### src/rtl/ro_pair_evaluator.sv
// Ring-oscillator pair evaluator: per LFSR challenge, races one RO against its complement
// over a fixed window and shifts the winner bit into the PUF response.
//
// state   | meaning
// IDLE    | waiting for start, busy low
// LOAD    | latch RO pair from challenge, clear counters, arm window timer
// COUNT   | accumulate edges of both selected ROs for WINDOW cycles
// COMPARE | shift (cnt_a > cnt_b) into response
// ADVANCE | lfsr_enable high; loop to LOAD or finish
// DONE    | resp_valid high for one cycle
module ro_pair_evaluator #(
   parameter int WINDOW    = 1024,
   parameter int CNT_W     = 16,
   parameter int RESP_BITS = 8
) (
   input  logic                 clk,
   input  logic                 reset,
   input  logic                 start,
   input  logic [3:0]           challenge,
   input  logic [15:0]          ro_edge,
   output logic                 lfsr_enable,
   output logic                 busy,
   output logic                 resp_valid,
   output logic [RESP_BITS-1:0] response,
   output logic [CNT_W-1:0]     cnt_a,
   output logic [CNT_W-1:0]     cnt_b
);

   localparam int WIN_W = (WINDOW > 2) ? $clog2(WINDOW) : 1;
   localparam int IDX_W = $clog2(RESP_BITS + 1);
   localparam logic [CNT_W-1:0] CNT_MAX = '1;

   typedef enum logic [2:0] {
      IDLE, LOAD, COUNT, COMPARE, ADVANCE, DONE
   } state_t;

   state_t             state;
   logic [3:0]         sel_a;
   logic [3:0]         sel_b;
   logic [WIN_W-1:0]   win_cnt;
   logic [IDX_W-1:0]   bit_idx;

   always_ff @(posedge clk) begin
      if (reset) begin
         state       <= IDLE;
         sel_a       <= '0;
         sel_b       <= '0;
         win_cnt     <= '0;
         bit_idx     <= '0;
         lfsr_enable <= 1'b0;
         busy        <= 1'b0;
         resp_valid  <= 1'b0;
         response    <= '0;
         cnt_a       <= '0;
         cnt_b       <= '0;
      end else begin
         lfsr_enable <= 1'b0;
         resp_valid  <= 1'b0;
         case (state)
            IDLE: begin
               if (start) begin
                  state    <= LOAD;
                  busy     <= 1'b1;
                  response <= '0;
                  bit_idx  <= '0;
               end
            end
            LOAD: begin
               sel_a   <= challenge;
               sel_b   <= ~challenge;
               cnt_a   <= '0;
               cnt_b   <= '0;
               win_cnt <= WIN_W'(WINDOW - 1);
               state   <= COUNT;
            end
            COUNT: begin
               // counters stick at full scale instead of wrapping
               if (ro_edge[sel_a] && (cnt_a != CNT_MAX)) cnt_a <= cnt_a + CNT_W'(1);
               if (ro_edge[sel_b] && (cnt_b != CNT_MAX)) cnt_b <= cnt_b + CNT_W'(1);
               if (win_cnt == '0) begin
                  state <= COMPARE;
               end else begin
                  win_cnt <= win_cnt - WIN_W'(1);
               end
            end
            COMPARE: begin
               response    <= {response[RESP_BITS-2:0], (cnt_a > cnt_b)};
               bit_idx     <= bit_idx + IDX_W'(1);
               lfsr_enable <= 1'b1;
               state       <= ADVANCE;
            end
            ADVANCE: begin
               if (bit_idx == IDX_W'(RESP_BITS)) begin
                  resp_valid <= 1'b1;
                  state      <= DONE;
               end else begin
                  state <= LOAD;
               end
            end
            DONE: begin
               busy  <= 1'b0;
               state <= IDLE;
            end
            default: begin
               busy  <= 1'b0;
               state <= IDLE;
            end
         endcase
      end
   end

endmodule
### config.mk
export PLATFORM = sky130hd
export DESIGN_NAME = ro_pair_evaluator
export DESIGN_NICKNAME = d
export VERILOG_FILES = /design/src/rtl/ro_pair_evaluator.sv
export SDC_FILE = /design/constraint.sdc
export NUM_CORES = 1
export LEC_CHECK = 0
export ABC_AREA = 1
export CORE_MARGIN = 10
export CORE_UTILIZATION = 45
export DETAILED_ROUTE_END_ITERATION = 10
export PLACE_DENSITY = 0.69
export SETUP_SLACK_MARGIN = 0.05
export SLEW_MARGIN = 10
export SYNTH_ARGS = -nofsm -noshare
export SYNTH_HDL_FRONTEND = slang
export SYNTH_SLANG_ARGS = --single-unit
### constraint.sdc
create_clock -name clk -period 2 [get_ports clk]
set_clock_uncertainty 0.15 [all_clocks]
set_input_delay 0.4 -clock clk [delete_from_list [all_inputs] [get_ports clk]]
set_output_delay 0.4 -clock clk [all_outputs]
set_load 0.02 [all_outputs]
==> impl_metrics.py <==
metrics = {
    "finish": {
        "diodes": 0,
        "finalNetCount": 797,
        "syn2layout_area_growth_pct": 32.4,
        "drive_above_1_share": 0.128,
        "final_area_sq_mm": 0.00563,
    },
    "worst_setup_path": {
        "critPathTopFamily": "buffers and inverters",
        "reg2reg_depth": 10,
        "crit_fanout": 3,
        "critPathLaunchType": "flop",
        "arrival_ps": 1350,
        "crit_chain": "clkdlybuf4s50_1",
        "timing.rr.end": "cnt_b[12]",
        "slowest_stage": "clkdlybuf4s50_1",
        "path_class": "flop to primary output",
        "endpoint_kind": "primary output",
        "slowest_delay_ps": 640,
        "r2r_start": "cnt_b[1]",
        "rrSetupSlack_ps": 150,
        "required_ps": 1450,
        "crit_buf_inv": 1,
    },
    "floorplan": {
        "die_w_um": 117,
        "fp.dieH_um": 117,
        "dieArea_sq_mm": 0.0137,
        "core_region_area_sq_mm": 0.00924,
        "start_util": 0.460,
        "rows": 35,
        "ios": 66,
    },
    "yosys": {
        "ys_warn_count": 0,
        "yosysSeqAreaShare": 0.320,
        "synth_cells": 654,
        "syn_nets": 698,
        "synthAdderAreaFrac": 0.0618,
        "avgSynthCellArea_sq_um": 6.50,
        "syn-cell-area_sq_mm": 0.00425,
        "muxShareOfSynthArea": 0,
        "ys_ff_latch": 68,
        "synth_top_family_by_area": "simple AND/OR/NAND/NOR gates",
        "synth_cell_types": 36,
        "yosys.area_share.simple": 0.362,
        "synth_compound_area_frac": 0.126,
        "synth_xor_area_frac": 0.0329,
    },
    "placed_design": {
        "placed_area_sq_mm": 0.00528,
        "gp_congestion": 0.918,
        "io_buffers": 65,
        "dp_hpwl_um": 9150,
        "pre_cts_slack_ps": -116,
    },
    "grt": {
        "grt_usage": 0.187,
        "grt_overflow": 0,
        "grt_max_degree": 28,
        "grt_pass1_vias": 4468,
        "grt_pass1_wl_um": 20800,
        "grt_antenna_before_repair": 0,
    },
    "clock_tree": {
        "cts_tree": "built",
        "cts_max_level": 3,
        "ctsHoldBuffers": 0,
        "insertion_delay_ps": 350,
        "clkTransAtPathRegs_ps": 80,
        "clock_sinks": 68,
        "clock_path_buffers": 2,
        "numCtsBuffers": 9,
        "cts_root_buffer": "clkbuf_8",
    },
    "power": {
        "ir_drop_uv": 625,
        "power_w": 0.00469,
        "pwr_density_cell_mw_per_mm2": 833,
        "p_leak_nw": 2.47,
    },
    "timing": {
        "tightest_slew_ps": 552,
        "drv_slew": 0,
        "max_freq_mhz": 526,
        "fin_setup_tns_ps": 0,
        "whs_ps": 338,
        "fin_ws_ps": 99.3,
        "finalHoldViolCount": 0,
        "fin_crit_ps": 1900,
        "period_share": 0.950,
        "rsz0062_at_grt": "yes",
        "slew-limit-headroom": 0.632,
        "finalSetupViolations": 0,
    },
    "detailed_routing": {
        "dr.first_iter.drc_count": 292,
        "vias_per_cell": 5.18,
        "num_vias": 4597,
        "totalWireLength_um": 12500,
        "drt-wirelength-per-cell_um": 14.1,
        "antenna_left": 0,
        "firstDrtPassIters": 5,
        "drc": 0,
    },
    "run_status": {
        "status": "finished, final reports clean",
    },
    "worst_hold_path": {
        "min_from": "sel_a[3]",
        "min_path_type": "flop to flop",
        "hold_end": "sel_a[3]",
        "min_path_cells": 2,
    },
    "flow_run": {
        "cap_violations": 0,
    },
}
[registers in the layout, summed over array words and instances, names as in the netlist]
name,flops
sel_b,4
cnt_b,16
resp_valid,1
response,8
lfsr_enable,1
busy,1
cnt_a,16
bit_idx,4
win_cnt,10
sel_a,4
state,3
[metrics by stage]
| stage | utilization | std cells |
|---|---|---|
| detailed placement | 0.571 | 866 |
| global route | 0.610 | 887 |
| global placement | 0.571 | 866 |
| CTS | 0.589 | 883 |
| finish | 0.610 | 887 |
| floorplan | - | 654 |
[where the power goes]
group	switching [W]	internal, W
sequential	0.000187	0.00152
clock	0.000580	0.000456
combinational	0.00116	0.000789
[placed cells by master, fill, tap and decap left out, drive strengths merged, types with 11 or more instances in the layout]
cell           instances
buf                   41
nand2                162
clkdlybuf4s50         37
ha                    21
nor2                  78
o21ai                 27
inv                   82
dlygate4sd2           24
dfxtp                 68
a21oi                 56
nor3                  16
nand3                 80
xor2                  11
[synthesized netlist by cell type]
master | number | share of area
a21boi_0 | 2 | 0.0035
nand4_1 | 6 | 0.0088
nor2_2 | 2 | 0.0029
buf_2 | 4 | 0.0047
clkbuf_1 | 9 | 0.0079
nand3b_1 | 3 | 0.0053
nand2_4 | 3 | 0.0079
a21oi_1 | 56 | 0.066
a31oi_1 | 1 | 0.0015
xnor2_1 | 5 | 0.010
nor3_1 | 15 | 0.018
nand3_2 | 1 | 0.0024
inv_1 | 77 | 0.068
o21ai_1 | 3 | 0.0035
nor3b_1 | 3 | 0.0053
o21ai_0 | 24 | 0.028
a211oi_1 | 5 | 0.0088
nor2_1 | 75 | 0.066
o21a_1 | 1 | 0.0018
dfxtp_1 | 68 | 0.32
o32ai_1 | 1 | 0.0021
buf_4 | 1 | 0.0018
o22ai_1 | 1 | 0.0015
nand2_2 | 2 | 0.0029
nor3_4 | 1 | 0.0038
nor2_4 | 1 | 0.0026
ha_1 | 21 | 0.062
a32o_1 | 3 | 0.0071
buf_1 | 2 | 0.0018
or2_2 | 4 | 0.0059
inv_2 | 3 | 0.0026
o211ai_1 | 1 | 0.0018
nand3_1 | 79 | 0.093
buf_6 | 4 | 0.011
xor2_1 | 11 | 0.023
nand2_1 | 156 | 0.14
[kinds of logic after synthesis]
group | after synthesis
flops | 68
xor+xnor | 16
buf+inv | 100
compound gates | 98
fa+ha+maj | 21
simple gates | 351
[per-layer routing]
metal	vias to the layer above	track usage	wire [um]
li1	2335	-	-
met1	2108	0.231	5660
met2	136	0.295	5670
met3	18	0.0581	960
met4	0	0.0758	235
met5	-	0	0
[area by class of cell]
| type | count | area [sq um] |
|---|---|---|
| clock inverters | 7 | 51.3 |
| inverters | 80 | 303 |
| well taps | 129 | 161 |
| repair buffers | 107 | 1010 |
| flip-flops and latches | 68 | 1370 |
| clock buffers | 9 | 124 |
| fillers | 881 | 3610 |
| multi-input cells | 487 | 2610 |
[worst max-delay path by stage]
stage               slack (ps)   endpoint        start  cells after the start
floorplan                  120   cnt_b[2]     cnt_b[0]                     11
global placement           -80   cnt_b[7]   ro_edge[6]                     12
detailed placement        -120   cnt_b[7]  ro_edge[11]                     12
CTS                         50   cnt_b[7]     cnt_b[0]                     11
global route                30   cnt_b[0]     cnt_b[4]                      9
finish                     100  cnt_b[12]    cnt_b[12]                      1
[what timing repair did]
item / in CTS / in global routing
hold endpoints to repair: 0 / 0
setup buffers: 1 / 2
pin swaps: 1 / 12
cloned: 0 / 2
gates resized for setup: 26 / 34
endpoints found under the setup margin: 41 / 47
Power figures use the tool's default switching activity.
